<file path="src/rtl/cg_stage_sequencer_if.sv">
// cg_stage_sequencer_if: config write, command and per-stage core signals of the stage sequencer
interface cg_stage_sequencer_if #(parameter int NSTAGES = 4, parameter int SW = 3);
  logic I_WE;
  logic [SW-1:0] I_WADDR;
  logic I_WSEL;
  logic [23:0] I_WDATA;
  logic I_ARM;
  logic I_FIRE;
  logic I_ABORT;
  logic I_CLR;
  logic [NSTAGES-1:0] I_GATE;
  logic [NSTAGES-1:0] I_RDY;
  logic [NSTAGES-1:0] O_TRIG;
  logic [NSTAGES-1:0] O_OE;
  logic [NSTAGES*24-1:0] O_LMT;
  logic [NSTAGES*24-1:0] O_DLY;
  logic [SW-1:0] O_STAGE;
  logic O_BUSY;
  logic O_DONE;
  logic O_FAULT;
  logic [1:0] O_FCODE;
  modport master (
    output I_WE, I_WADDR, I_WSEL, I_WDATA, I_ARM, I_FIRE, I_ABORT, I_CLR, I_GATE, I_RDY,
    input O_TRIG, O_OE, O_LMT, O_DLY, O_STAGE, O_BUSY, O_DONE, O_FAULT, O_FCODE
  );
  modport slave (
    input I_WE, I_WADDR, I_WSEL, I_WDATA, I_ARM, I_FIRE, I_ABORT, I_CLR, I_GATE, I_RDY,
    output O_TRIG, O_OE, O_LMT, O_DLY, O_STAGE, O_BUSY, O_DONE, O_FAULT, O_FCODE
  );
endinterface

</file>
<file path="src/rtl/cg_stage_sequencer.sv">
// cg_stage_sequencer: fires a chain of coil stages, each triggered by the previous stage's gate edge
module cg_stage_sequencer #(
  parameter int NSTAGES = 4,
  parameter logic [23:0] TIMEOUT = 24'd1000000,
  parameter int SW = 3
) (
  input logic clk,
  input logic I_RST,
  cg_stage_sequencer_if.slave b
);
  localparam int AW = NSTAGES > 1 ? $clog2(NSTAGES) : 1;
  localparam logic [SW:0] NS = (SW+1)'(NSTAGES);
  localparam logic [SW-1:0] LAST = SW'(NSTAGES - 1);
  localparam logic [23:0] TLIM = TIMEOUT - 24'd1;
  typedef enum logic [1:0] {IDLE, ARMED, WAIT, FAULT} state_t;
  state_t state_q;
  logic [NSTAGES-1:0][23:0] lmt_q, dly_q;
  logic [NSTAGES-1:0] gate_q, trig_q, oe_q, rise, one;
  logic [SW-1:0] stage_q;
  logic [23:0] cnt_q;
  logic done_q, fault_q, hit, bad;
  logic [1:0] fcode_q;
  always_comb begin
    rise = b.I_GATE & ~gate_q;
    one = '0;
    one[stage_q[AW-1:0]] = 1'b1;
    hit = |(rise & one);
    bad = |(rise & ~one);
  end
  always_ff @(posedge clk) begin
    if (I_RST) begin
      state_q <= IDLE;
      lmt_q <= '0;
      dly_q <= '0;
      gate_q <= '0;
      trig_q <= '0;
      oe_q <= '0;
      stage_q <= '0;
      cnt_q <= '0;
      done_q <= 1'b0;
      fault_q <= 1'b0;
      fcode_q <= 2'd0;
    end else begin
      gate_q <= b.I_GATE;
      trig_q <= '0;
      done_q <= 1'b0;
      if (b.I_ABORT) begin
        state_q <= IDLE;
        oe_q <= '0;
      end else begin
        case (state_q)
          IDLE: begin
            if (b.I_WE && {1'b0, b.I_WADDR} < NS) begin
              if (b.I_WSEL) dly_q[b.I_WADDR[AW-1:0]] <= b.I_WDATA;
              else lmt_q[b.I_WADDR[AW-1:0]] <= b.I_WDATA;
            end
            if (b.I_CLR) begin
              fault_q <= 1'b0;
              fcode_q <= 2'd0;
            end
            if (b.I_ARM && !fault_q) begin
              state_q <= ARMED;
              oe_q <= '1;
            end
          end
          ARMED: if (b.I_FIRE) begin
            if (&b.I_RDY) begin
              state_q <= WAIT;
              stage_q <= '0;
              trig_q <= NSTAGES'(1);
              cnt_q <= '0;
            end else begin
              state_q <= FAULT;
              oe_q <= '0;
              fault_q <= 1'b1;
              fcode_q <= 2'd2;
            end
          end
          WAIT: begin
            cnt_q <= cnt_q + 24'd1;
            // a stray edge outranks everything; a correct edge outranks a coincident timeout
            if (bad) begin
              state_q <= FAULT;
              oe_q <= '0;
              fault_q <= 1'b1;
              fcode_q <= 2'd3;
            end else if (hit && stage_q == LAST) begin
              state_q <= IDLE;
              oe_q <= '0;
              done_q <= 1'b1;
            end else if (hit) begin
              stage_q <= stage_q + 1'b1;
              trig_q <= one << 1;
              cnt_q <= '0;
            end else if (cnt_q == TLIM) begin
              state_q <= FAULT;
              oe_q <= '0;
              fault_q <= 1'b1;
              fcode_q <= 2'd1;
            end
          end
          default: state_q <= IDLE;
        endcase
      end
    end
  end
  assign b.O_TRIG = trig_q;
  assign b.O_OE = oe_q;
  assign b.O_LMT = lmt_q;
  assign b.O_DLY = dly_q;
  assign b.O_STAGE = stage_q;
  assign b.O_BUSY = state_q == ARMED || state_q == WAIT;
  assign b.O_DONE = done_q;
  assign b.O_FAULT = fault_q;
  assign b.O_FCODE = fcode_q;
endmodule

</file>
<file path="src/flat_wrapper.sv">
// flat-port wrapper written by rule: the top's interface ports become plain ports
module cg_stage_sequencer_flat 
#(
  parameter int NSTAGES = 4,
  parameter logic [23:0] TIMEOUT = 24'd1000000,
  parameter int SW = 3
)
  (clk, I_RST, b_I_WE, b_I_WADDR, b_I_WSEL, b_I_WDATA, b_I_ARM, b_I_FIRE, b_I_ABORT, b_I_CLR, b_I_GATE, b_I_RDY, b_O_TRIG, b_O_OE, b_O_LMT, b_O_DLY, b_O_STAGE, b_O_BUSY, b_O_DONE, b_O_FAULT, b_O_FCODE);
  cg_stage_sequencer_if #(.NSTAGES(NSTAGES), .SW(SW)) b_i ();
  input logic clk;
  input logic I_RST;
  input wire logic [$bits(b_i.I_WE)-1:0] b_I_WE;
  input wire logic [$bits(b_i.I_WADDR)-1:0] b_I_WADDR;
  input wire logic [$bits(b_i.I_WSEL)-1:0] b_I_WSEL;
  input wire logic [$bits(b_i.I_WDATA)-1:0] b_I_WDATA;
  input wire logic [$bits(b_i.I_ARM)-1:0] b_I_ARM;
  input wire logic [$bits(b_i.I_FIRE)-1:0] b_I_FIRE;
  input wire logic [$bits(b_i.I_ABORT)-1:0] b_I_ABORT;
  input wire logic [$bits(b_i.I_CLR)-1:0] b_I_CLR;
  input wire logic [$bits(b_i.I_GATE)-1:0] b_I_GATE;
  input wire logic [$bits(b_i.I_RDY)-1:0] b_I_RDY;
  output wire logic [$bits(b_i.O_TRIG)-1:0] b_O_TRIG;
  output wire logic [$bits(b_i.O_OE)-1:0] b_O_OE;
  output wire logic [$bits(b_i.O_LMT)-1:0] b_O_LMT;
  output wire logic [$bits(b_i.O_DLY)-1:0] b_O_DLY;
  output wire logic [$bits(b_i.O_STAGE)-1:0] b_O_STAGE;
  output wire logic [$bits(b_i.O_BUSY)-1:0] b_O_BUSY;
  output wire logic [$bits(b_i.O_DONE)-1:0] b_O_DONE;
  output wire logic [$bits(b_i.O_FAULT)-1:0] b_O_FAULT;
  output wire logic [$bits(b_i.O_FCODE)-1:0] b_O_FCODE;
  assign b_i.I_WE = b_I_WE;
  assign b_i.I_WADDR = b_I_WADDR;
  assign b_i.I_WSEL = b_I_WSEL;
  assign b_i.I_WDATA = b_I_WDATA;
  assign b_i.I_ARM = b_I_ARM;
  assign b_i.I_FIRE = b_I_FIRE;
  assign b_i.I_ABORT = b_I_ABORT;
  assign b_i.I_CLR = b_I_CLR;
  assign b_i.I_GATE = b_I_GATE;
  assign b_i.I_RDY = b_I_RDY;
  assign b_O_TRIG = b_i.O_TRIG;
  assign b_O_OE = b_i.O_OE;
  assign b_O_LMT = b_i.O_LMT;
  assign b_O_DLY = b_i.O_DLY;
  assign b_O_STAGE = b_i.O_STAGE;
  assign b_O_BUSY = b_i.O_BUSY;
  assign b_O_DONE = b_i.O_DONE;
  assign b_O_FAULT = b_i.O_FAULT;
  assign b_O_FCODE = b_i.O_FCODE;
  cg_stage_sequencer #(.NSTAGES(NSTAGES), .TIMEOUT(TIMEOUT), .SW(SW)) u_core (.clk(clk), .I_RST(I_RST), .b(b_i));
endmodule
</file>
<file path="config.mk">
export PLATFORM = sky130hd
export DESIGN_NAME = cg_stage_sequencer_flat
export DESIGN_NICKNAME = d
export VERILOG_FILES = /design/src/rtl/cg_stage_sequencer_if.sv /design/src/rtl/cg_stage_sequencer.sv /design/src/flat_wrapper.sv
export SDC_FILE = /design/constraint.sdc
export NUM_CORES = 1
export LEC_CHECK = 0
export BUFFER_PORTS_ARGS = -buffer_cell sky130_fd_sc_hd__buf_2
export CAP_MARGIN = 20
export CELL_PAD_IN_SITES_DETAIL_PLACEMENT = 1
export CELL_PAD_IN_SITES_GLOBAL_PLACEMENT = 1
export CORE_UTILIZATION = 37
export CTS_CLUSTER_SIZE = 16
export DETAILED_ROUTE_END_ITERATION = 7
export GPL_TIMING_DRIVEN = 0
export PLACE_DENSITY = 0.87
export SLEW_MARGIN = 20
export SYNTH_ARGS = -nofsm -noshare
export SYNTH_HDL_FRONTEND = slang
export SYNTH_SLANG_ARGS = --single-unit
export TNS_END_PERCENT = 50
</file>
<file path="constraint.sdc">
create_clock -name clk -period 3.35 [get_ports clk]
set_input_delay 0.5025 -clock clk [delete_from_list [all_inputs] [get_ports clk]]
set_output_delay 0.5025 -clock clk [all_outputs]
set_load 0.02 [all_outputs]
</file>
# Word level (Yosys, flattened, before mapping)
# Index checks and enable logic that the tools add are counted.
# word_totals
reg_bits,237
input_bits,43
elab_cells,128
# classes
n_addsub,2
n_lt_le_gt_ge,5
n_eq_ne,17
mux,57
n_bitwise,8
reduce_logical,22
# ops
operator,n
96-bit bitwise mux,2
24-bit two-way mux,6
24-bit demux with 2-bit select,1
24-bit case mux with 2 select lines,1
4-bit two-way mux,11
2-bit two-way mux,13
"24-bit by 1-bit adder with 24-bit output, second input constant",1
"24-bit by 20-bit == test with 1-bit output, second input constant",1
4-bit AND reduction,5
3-bit two-way mux,5
4-bit AND,3
2-bit case mux with 3 select lines,2
4-bit case mux with 3 select lines,1
1-bit two-way mux,11
"2-bit != test, second input constant",5
4-bit NOT,2
4-bit case mux with 2 select lines,1
8-bit AND reduction,1
4-bit OR reduction,2
7-bit AND reduction,1
7-bit OR reduction,1
"2-bit by 3-bit less-than comparator with 1-bit output, second input constant",2
"2-bit by 1-bit != test with 1-bit output, second input constant",3
3-bit case mux with 2 select lines,1
other kinds (22),29

# Logic depth before layout (Yosys ltp)
# Gate-level depths: netlist of the first run.
# logic_depth
ltp_word,10
ltp_mapped,9
depth_no_buf,7

# Worst setup path after synthesis of the first run
# OpenSTA, ideal clock, no wires.
# synth_timing
path_kind,flip-flop to flip-flop
startpoint,register u_core.stage_q[1] (netlist: u_core.b.O_STAGE[1])
endpoint,register u_core.fcode_q[1] (netlist: u_core.b.O_FCODE[1])
setup_time_ns,0.074
arrival_time_ns,2.415
t_required_ns,3.276
path_slack_ns,0.861
path_stages_with_launch,8
n_path_buf,0
synth_period_minus_slack_ns,2.489
cell_sequence,dfxtp_1 inv_1 ha_1 and3b_4 or4_4 o311a_1 or4_1 o21ai_0
# synth_via
elab_chain_cells,9
elab_cells_between_ends,18
# synth_lines
element,line,text
start: declaration,cg_stage_sequencer.sv:19,logic [SW-1:0] stage_q;
start signal: assignment,cg_stage_sequencer.sv:92,stage_q <= stage_q + 1'b1;
2-bit by 3-bit less-than comparator with 1-bit output (implied by the code) / 2-bit by 1-bit greater-or-equal comparator with 1-bit output (equally long branches),cg_stage_sequencer.sv:26,one[stage_q[AW-1:0]] = 1'b1;
1-bit logical AND (implied by the code),cg_stage_sequencer.sv:26,
1-bit two-way mux (implied by the code),cg_stage_sequencer.sv:26,
1-bit demux with 2-bit select,-,
4-bit AND / 4-bit NOT (equally long branches),"cg_stage_sequencer.sv:27, cg_stage_sequencer.sv:28",
4-bit OR reduction / 4-bit AND (equally long branches),"cg_stage_sequencer.sv:27, cg_stage_sequencer.sv:28",
1-bit logical AND / 4-bit OR reduction (equally long branches),"cg_stage_sequencer.sv:87, cg_stage_sequencer.sv:28",
"3-bit by 2-bit != test with 1-bit output (no source line), or another cell as far along",-,
8-bit AND reduction (no source line) / 2-bit case mux with 3 select lines (equally long branches),-,
end signal: assignment,cg_stage_sequencer.sv:42,fcode_q <= 2'd0;
end signal: assignment,cg_stage_sequencer.sv:86,fcode_q <= 2'd3;
end signal: assignment,cg_stage_sequencer.sv:99,fcode_q <= 2'd1;
end: declaration,cg_stage_sequencer.sv:22,logic [1:0] fcode_q;
# Several ways; a longest one is shown, not always the timed one.
# A chain may end at the register's enable or synchronous reset.

# Worst setup path in the final report of the first run
# layout_timing
startpoint,register u_core.state_q[0]
endpoint,register u_core.dly_q (netlist bit u_core.b.O_DLY[40])
# layout_via
elab_chain_cells,2
# layout_lines
element,line,text
start: declaration,cg_stage_sequencer.sv:16,state_t state_q;
start signal: assignment,cg_stage_sequencer.sv:32,state_q <= IDLE;
start signal: assignment,cg_stage_sequencer.sv:48,state_q <= IDLE;
start signal: assignment,cg_stage_sequencer.sv:62,state_q <= ARMED;
2-bit logical NOT,cg_stage_sequencer.sv:51,case (state_q)
4-bit AND reduction (no source line),-,
end signal: indexed assignment,cg_stage_sequencer.sv:54,if (b.I_WSEL) dly_q[b.I_WADDR[AW-1:0]] <= b.I_WDATA;
end: declaration,cg_stage_sequencer.sv:17,"logic [NSTAGES-1:0][23:0] lmt_q, dly_q;"
# No other way between the ends.

==> results.toml, run 1 <==
[pwr]
internal_power_uw = 4412
ir_drop_mv = 0.4146
switchingPower_uw = 1427
seqPwrFrac = 0.483
pwr-share-comb = 0.055
p_leak_uw = 0.004541
clkPwrFrac = 0.462
p_per_area_nw_per_um2 = 515.2
switching_share = 0.2444

[critical_path]
cp-start-kind = "register"
arrival_ps = 3380
end_kind = "register"
path_class = "register to register"
cp.required_ps = 3810
cp_max_fo = 10
worstRegToRegCells = 8

[drt]
drc = 0
first_pass_iters = 5
dr_total_vias = 8982
drt_iter0_markers = 489
via_per_inst = 5.216
ant_nets = 0
wirelength_um = 33270
wire_per_inst_um = 19.32

[synthesis]
yosys_warnings = 0
yosysTopAreaCell = "dfxtp_1"
syn_inst = 1130
synth_edf_count = 0
syn_area_um2 = 9006
synth_area_per_cell_um2 = 7.970
synth_flop_cell = "dfxtp_1"
yosysUniqueCellTypes = 61
ys_seq_elements = 234
synthTopCellsByCount = "nand2_1, dfxtp_1, a21oi_1, clkbuf_1, nor2_1"
synth_nets = 1183
ys_top_cells_by_area = "dfxtp_1, nand2_1, a21oi_1, clkbuf_1, ha_1"
synth_top_area_share = 0.5201
yosysMostFrequentCell = "nand2_1"
async_flop_share = 0
seq_area_frac_synth = 0.5201

[timing]
period_minus_slack_ps = 2926
max_freq_mhz = 341.7
setup_violations = 0
hold_viol_final = 0
final.period_utilization = 0.8735
rsz0062_at_grt = "false"
max-slew-margin-rel = 0.3014
worst_pin_slew_ps = 1046
skew_ps = 17.09
setup-tns-final_ps = 0
report.final.slew_viol_count = 0

[place]
placed_area_um2 = 10530
gp_congestion = 0.8957
dp_hpwl_um = 23780
io_buffers = 225

[global_route]
grt_max_degree = 14
grt_use_met3 = 0.06159
grt_busiest_layer = "met2"
grt_pass1_wl_um = 49690
grt_use_total = 0.2600
overflow = 0
antenna_found_initial = 2
grt_pass1_vias = 8752
gr-usage-met1 = 0.3210
grtUsageMet2 = 0.4275

[die]
die_y_um = 158.0
row_count = 56
core_area_um2 = 23680
initial_utilization = 0.3803
die-area_um2 = 24970
ioPinCount = 251
die_w_um = 158.0

[clocking]
clkSlewWorstSetupHoldPaths_ps = 60
htree_levels = 1
cts_tree = "yes"
cts_buffers = 26
cts_root_buf = "clkbuf_16"
clockBufferDepth = 3
cts_resized = 0
cts.sinks = 234
ctsHoldBuffers = 0
post_cts_buffers = 0
clock_latency_ps = 540

[hold_path]
min_path_type = "primary input to register"
holdPathStages = 2

[layout]
area_growth_pct = 25.84
drive_above_1_share = 0.2206
fin_nets = 1436
fin_area_um2 = 11330

[outcome]
outcome = "finished clean"

[run]
drv_cap = 0
## per-layer routing
metal | part of all wire | routed length [um]
met5 | 0 | 0
met3 | 0.075 | 2480
met1 | 0.42 | 13890
met2 | 0.46 | 15450
met4 | 0.044 | 1451
## power by group through the flow
stage,sequential [uW],combinational (uW),clock [uW]
after CTS,2820,319,2710
after detailed placement,2880,316,0
after floorplan,2900,165,0
final,2820,322,2700
after global placement,2880,311,0
after global routing,2820,347,2850
## worst paths after layout
| check | startpoint | end | slack (ps) |
|---|---|---|---|
| hold / removal | b_I_GATE[1] | u_core.gate_q[1] | 220 |
| setup / recovery | u_core.state_q[0] | u_core.b.O_DLY[40] | 420 |
| setup reg to reg | u_core.state_q[0] | u_core.b.O_DLY[40] | 420 |
| hold reg to reg | u_core.b.O_DLY[27] | u_core.b.O_DLY[27] | 450 |
## per-stage QoR
| step | util | hold slack, ps | instances | setup WS [ps] | total power, uW |
|---|---|---|---|---|---|
| after floorplan | - | 454.3 | 1130 | 860.7 | 3067 |
| after global placement | 0.4447 | 438.7 | 1674 | 539.3 | 3191 |
| after detailed placement | 0.4447 | 444.9 | 1674 | 421.3 | 3197 |
| after CTS | 0.4781 | 213.6 | 1720 | 363.4 | 5849 |
| after global routing | 0.4786 | 220.0 | 1722 | 167.8 | 6013 |
| final | 0.4786 | 223.9 | 1722 | 423.7 | 5839 |
## critical path, cell delays in order, from the launching register on
cell      delay [ps]
dfxtp_1          350
inv_1            140
ha_1             250
and4bb_2         350
nand2_1          150
nor3b_1          860
clkbuf_1         470
nand2_1          150
a21oi_1          130
## logic make-up after synthesis
logic type	synth area share
AO/OA/AOI/OAI	0.1388
XOR/XNOR	0.01653
adder cells (fa/ha/maj)	0.01389
buffers and inverters	0.04724
flip-flops	0.5201
multiplexers	0.004446
AND/OR/NAND/NOR	0.2590
## cells in the final DEF (no fill, tap or decap), types with 5 or more instances in the layout
| cell | count |
|---|---|
| nor2b_1 | 7 |
| ha_1 | 10 |
| and3_1 | 5 |
| o21ai_0 | 5 |
| nand3_1 | 12 |
| clkinv_2 | 6 |
| buf_2 | 226 |
| clkbuf_1 | 74 |
| clkbuf_16 | 26 |
| dfxtp_1 | 234 |
| nor2_1 | 28 |
| nand2_1 | 404 |
| nor3_1 | 8 |
| nand4_1 | 12 |
| a21oi_1 | 199 |
| nand3b_1 | 6 |
| nor3b_1 | 9 |
| xor2_1 | 8 |
| and4_1 | 5 |
| inv_1 | 7 |
| clkbuf_2 | 24 |
| xnor2_1 | 9 |
## layout make-up
cell class | instances | area [um2]
Buffer | 95 | 399.1
Timing Repair Buffer | 225 | 1126
Clock buffer | 38 | 735.7
Sequential cell | 234 | 4684
Tap cell | 319 | 399.1
Antenna cell | 2 | 5.005
Inverter | 7 | 26.28
Clock inverter | 8 | 55.05
Fill cell | 3035 | 12350
Multi-Input combinational cell | 794 | 3902
## state kept, by name, summed over array words and instances (netlist names)
signal / cells
u_core.cnt_q: 24
u_core.b.O_OE: 1
u_core.b.O_DLY: 96
u_core.b.O_FCODE: 2
u_core.b.O_LMT: 96
u_core.b.O_STAGE: 3
u_core.b.O_TRIG: 4
u_core.b.O_FAULT: 1
u_core.b.O_DONE: 1
u_core.state_q: 2
u_core.gate_q: 4
Note: power is estimated with default switching activity, not from simulation.
==> run 2: changes to the inputs <==
--- a/config.mk
+++ b/config.mk
@@ -13,6 +13,7 @@
 export CTS_CLUSTER_SIZE = 16
 export DETAILED_ROUTE_END_ITERATION = 7
 export GPL_TIMING_DRIVEN = 0
+export MAX_ROUTING_LAYER = met4
 export PLACE_DENSITY = 0.87
 export SLEW_MARGIN = 20
 export SYNTH_ARGS = -nofsm -noshare
==> results.toml, run 2 (synthesis results as in run 1) <==
[outcome]
outcome = "finished clean"

[place]
gp_congestion = 0.9108
placed_area_um2 = 10530
io_buffers = 225
dp_hpwl_um = 23780
dp_slack_ps = 421.3

[critical_path]
crit_path_frequent_cell = "nand2_1"
cp_num_buf_inv = 2
end_kind = "register"
critPathTopFamily = "simple AND/OR/NAND/NOR gates"
cpPeakStageDelay_ps = 870
cp-start-kind = "register"
cp.required_ps = 3810
cp_max_fo = 10
critical_path.cell_chain = "inv_1, ha_1, and4bb_2, nand2_1, nor3b_1, clkbuf_1, nand2_1, a21oi_1"
path_class = "register to register"
arrival_ps = 3390
worst_path_max_delay_cell = "nor3b_1"

[die]
ioPinCount = 251
die-area_um2 = 24970
core_area_um2 = 23680
initial_utilization = 0.3803
row_count = 56
die_y_um = 158.0
die_w_um = 158.0

[layout]
drive_above_1_share = 0.2206
mostFrequentLayoutCell = "nand2_1"
nFillCells = 3035
area_growth_pct = 25.84
fin_nets = 1436
fin_area_um2 = 11330
mostFrequentLayoutCells = "nand2_1, dfxtp_1, buf_2"
final_util = 0.4786

[hold_path]
min_path_type = "primary input to register"

[clocking]
ctsHoldBuffers = 0
cts_tree = "yes"
cts.sinks = 234
cts_resized = 0
clkSlewWorstSetupHoldPaths_ps = 60
cts_buffers = 26
clockBufferDepth = 3
clock_latency_ps = 540
cts_root_buf = "clkbuf_16"
htree_levels = 1
post_cts_buffers = 0

[timing]
report.final.slew_viol_count = 0
rsz0062_at_grt = "false"
final.period_utilization = 0.8739
worst_pin_slew_ps = 1049
period_minus_slack_ps = 2928
skew_ps = 16.40
setup-tns-final_ps = 0
setup_violations = 0
hold_viol_final = 0
max-slew-margin-rel = 0.2992
hold_ws_ps = 222.8
max_freq_mhz = 341.6
setup_ws_ps = 422.4

[global_route]
grt_pass1_wl_um = 49640
antenna_found_initial = 2
grt_use_total = 0.2677
grt_max_degree = 14
grt_pass1_vias = 8764
overflow = 0

[pwr]
pwr-share-comb = 0.055
seqPwrFrac = 0.483
internal_power_uw = 4412
p_per_area_nw_per_um2 = 515.1
switching_share = 0.2442
switchingPower_uw = 1425
clkPwrFrac = 0.462
ir_drop_mv = 0.4101
p_leak_uw = 0.004541

[drt]
drt_iter0_markers = 568
first_pass_iters = 5
ant_nets = 0
dr_total_vias = 9029
drc = 0
wirelength_um = 33180
wire_per_inst_um = 19.27
via_per_inst = 5.243

[run]
drv_cap = 0
[run 2: cell counts in the layout (fill, tap and decap cells not counted)]
Identical to the previous run, type by type.
[run 2: final timing paths]
check	startpoint	endpoint	slack (ps)	cells past startpoint
min	b_I_GATE[1]	u_core.gate_q[1]	220	2
min reg2reg	u_core.b.O_DLY[27]	u_core.b.O_DLY[27]	450	2
max	u_core.state_q[0]	u_core.b.O_DLY[40]	420	8
max reg2reg	u_core.state_q[0]	u_core.b.O_DLY[40]	420	8
[run 2: per-stage QoR]
| step | total power (uW) | instances |
|---|---|---|
| after floorplan | 3067 | 1130 |
| after global placement | 3191 | 1674 |
| after detailed placement | 3197 | 1674 |
| after CTS | 5849 | 1720 |
| after global routing | 6012 | 1722 |
| final | 5837 | 1722 |
[run 2: per-layer routing]
layer	wire (um)	part of all wire	GRT usage	vias up
met2	15440	0.47	0.4275	313
li1	-	-	-	4255
met5	0	0	-	-
met4	1512	0.046	0.1200	0
met3	2519	0.076	0.06022	82
met1	13710	0.41	0.3218	4379
[run 2: final cells by class]
| cell class | instances | area, um2 | share of cell area |
|---|---|---|---|
| antenna | 2 | 5.005 | 0.0004416 |
| timing repair buffer | 225 | 1126 | 0.09936 |
| sequential | 234 | 4684 | 0.4133 |
| clock buffer | 38 | 735.7 | 0.06491 |
| multi-input combinational | 794 | 3902 | 0.3443 |
| clock inverter | 8 | 55.05 | 0.004858 |
| buffer | 95 | 399.1 | 0.03522 |
| tap | 319 | 399.1 | 0.03522 |
| inverter | 7 | 26.28 | 0.002318 |
[run 2: power by group through the flow]
stage	clock network [uW]	logic, uW	registers [uW]
floorplan	0	165	2900
global placement	0	311	2880
detailed placement	0	316	2880
CTS	2710	319	2820
global route	2850	347	2820
finish	2700	321	2820
==> run 3: changes to the inputs <==
--- a/config.mk
+++ b/config.mk
@@ -5,6 +5,7 @@
 export SDC_FILE = /design/constraint.sdc
 export NUM_CORES = 1
 export LEC_CHECK = 0
+export ABC_AREA = 1
 export BUFFER_PORTS_ARGS = -buffer_cell sky130_fd_sc_hd__buf_2
 export CAP_MARGIN = 20
 export CELL_PAD_IN_SITES_DETAIL_PLACEMENT = 1
@@ -14,7 +15,7 @@
 export DETAILED_ROUTE_END_ITERATION = 7
 export GPL_TIMING_DRIVEN = 0
 export MAX_ROUTING_LAYER = met4
-export PLACE_DENSITY = 0.87
+export PLACE_DENSITY = 0.88
 export SLEW_MARGIN = 20
 export SYNTH_ARGS = -nofsm -noshare
 export SYNTH_HDL_FRONTEND = slang
==> constraint.sdc (replaced) <==
create_clock -name clk -period 3 [get_ports clk]
set_input_delay 0.45 -clock clk [delete_from_list [all_inputs] [get_ports clk]]
set_output_delay 0.45 -clock clk [all_outputs]
set_load 0.02 [all_outputs]
==> results.toml, run 3 <==
[drt]
topRoutingLayerUsed = "met4"
ant_nets = 0
route.met2.wl_um = 16390
first_pass_iters = 5
drc = 0
via_per_inst = 5.042
wirelength_um = 34420
wl_met1_um = 14270
dr_total_vias = 9453
drt_iter0_markers = 539
dr_wl_met3_um = 2467
wire_per_inst_um = 18.36

[timing]
final.period_utilization = 0.7469
setup_violations = 0
rsz0062_at_grt = "false"
report.final.slew_viol_count = 0
period_minus_slack_ps = 2241
max-slew-margin-rel = 0.6429
setup-tns-final_ps = 0
skew_ps = 25.76
worst_pin_slew_ps = 535.6
setup_ws_ps = 759.3
hold_viol_final = 0
max_freq_mhz = 446.3

[die]
initial_utilization = 0.3793
ioPinCount = 251
core_area_um2 = 24460
row_count = 57
die_y_um = 160.4
die_w_um = 160.4
die-area_um2 = 25710

[clocking]
cts.sinks = 234
cts_tree = "yes"
post_cts_buffers = 0
clock_latency_ps = 550
cts_buffers = 27
htree_levels = 1
cts_root_buf = "clkbuf_16"
clkSlewWorstSetupHoldPaths_ps = 60
cts_resized = 0
clockBufferDepth = 3
ctsHoldBuffers = 0

[outcome]
outcome = "finished clean"

[layout]
area_growth_pct = 27.28
mostFrequentLayoutCell = "nor2_1"
final_util = 0.4827
mostFrequentLayoutCells = "nor2_1, buf_2, dfxtp_1"
nFillCells = 3163
drive_above_1_share = 0.2348
fin_nets = 1586

[synthesis]
yosysTopAreaCell = "dfxtp_1"
yosysUniqueCellTypes = 39
synth_top_area_share = 0.5049
synthTopCellsByCount = "nor2_1, dfxtp_1, o21ai_0, nand2_1, inv_1"
yosysMostFrequentCell = "nor2_1"
seq_area_frac_synth = 0.5049
syn_area_um2 = 9278
synth_flop_cell = "dfxtp_1"
syn_inst = 1255
async_flop_share = 0
ys_top_cells_by_area = "dfxtp_1, nor2_1, o21ai_0, nand2_1, inv_1"
synth_area_per_cell_um2 = 7.393
yosys_warnings = 0
synth_edf_count = 0
synth_nets = 1308
ys_seq_elements = 234

[critical_path]
endpoint = "u_core.b.O_LMT[87]"
reg2reg_from = "u_core.state_q[0]"
path_class = "register to register"
cp_max_fo = 10
cp.required_ps = 3440
startpoint = "u_core.state_q[0]"
arrival_ps = 2680
worstRegToRegCells = 12
cp-start-kind = "register"
end_kind = "register"
r2r_end = "u_core.b.O_LMT[87]"
rrSetupSlack_ps = 760

[pwr]
p_leak_uw = 0.005496
ir_drop_mv = 0.3978
p_per_area_nw_per_um2 = 595.0

[global_route]
grt_use_total = 0.2726
antenna_found_initial = 1
overflow = 0
grt_max_degree = 15
grt_pass1_vias = 9685
grt_pass1_wl_um = 53190

[place]
dp_hpwl_um = 25110
gp_congestion = 0.9044
io_buffers = 249
dp_slack_ps = 769.1

[run]
drv_cap = 0

[hold_path]
min_from = "b_I_GATE[2]"
min_path_type = "primary input to register"
[run 3: worst max-delay path, cell delays in order, from the launching register on]
cell	delay [ps]
dfxtp_1	340
inv_1	130
ha_1	240
inv_2	50
nor2_1	80
nand2_1	60
inv_2	60
nand2_1	160
nor2_2	350
inv_1	210
buf_2	230
nor2_1	160
nor2_1	70
[run 3: kinds of logic after synthesis]
family,Yosys count,share of synthesized area
DFF,234,0.5049
AOI/OAI and AO/OA,231,0.1285
buffers and inverters,141,0.06703
adders and majority gates,10,0.01349
xor gates and xnor gates,3,0.002833
and+or+nand+nor,636,0.2832
[run 3: how the worst min path moves through the flow]
stage,endpoint,depth (start not counted)
finish,u_core.gate_q[2],3
global route,u_core.gate_q[0],3
CTS,u_core.gate_q[2],3
detailed placement,u_core.b.O_LMT[47],2
global placement,u_core.b.O_FCODE[0],2
floorplan,u_core.cnt_q[20],2
[run 3: power breakdown]
group,switching [uW],leakage (uW),internal (uW),total [uW]
combinational,396,0.00317,158,554
sequential,29.7,0.00189,3150,3180
clock,1330,0.000433,1960,3290
total,1760,0.00550,5270,7030
[run 3: stage by stage]
stage	hold slack, ps	power [uW]	cells	instance area (um2)
floorplan	451.7	3559	1255	9278
global placement	441.4	3775	1828	10930
detailed placement	468.1	3797	1828	10930
CTS	122.4	7069	1874	11810
global route	155.0	7247	1875	11810
finish	143.5	7026	1875	11810
[run 3: cell type report]
type	count	area, um2	area share
sequential	234	4684	0.3967
multi-input combinational	880	3971	0.3363
timing repair buffer	249	1246	0.1055
clock buffer	39	770.7	0.06527
tap	324	405.4	0.03433
buffer	63	324.1	0.02744
inverter	78	297.8	0.02522
clock inverter	7	106.4	0.009006
antenna	1	2.502	0.0002119
[run 3: metal layers]
| metal | up-vias | GRT usage |
|---|---|---|
| li1 | 4530 | - |
| met1 | 4532 | 0.3187 |
| met2 | 319 | 0.4567 |
| met3 | 72 | 0.06379 |
| met4 | 0 | 0.09654 |
| met5 | - | - |
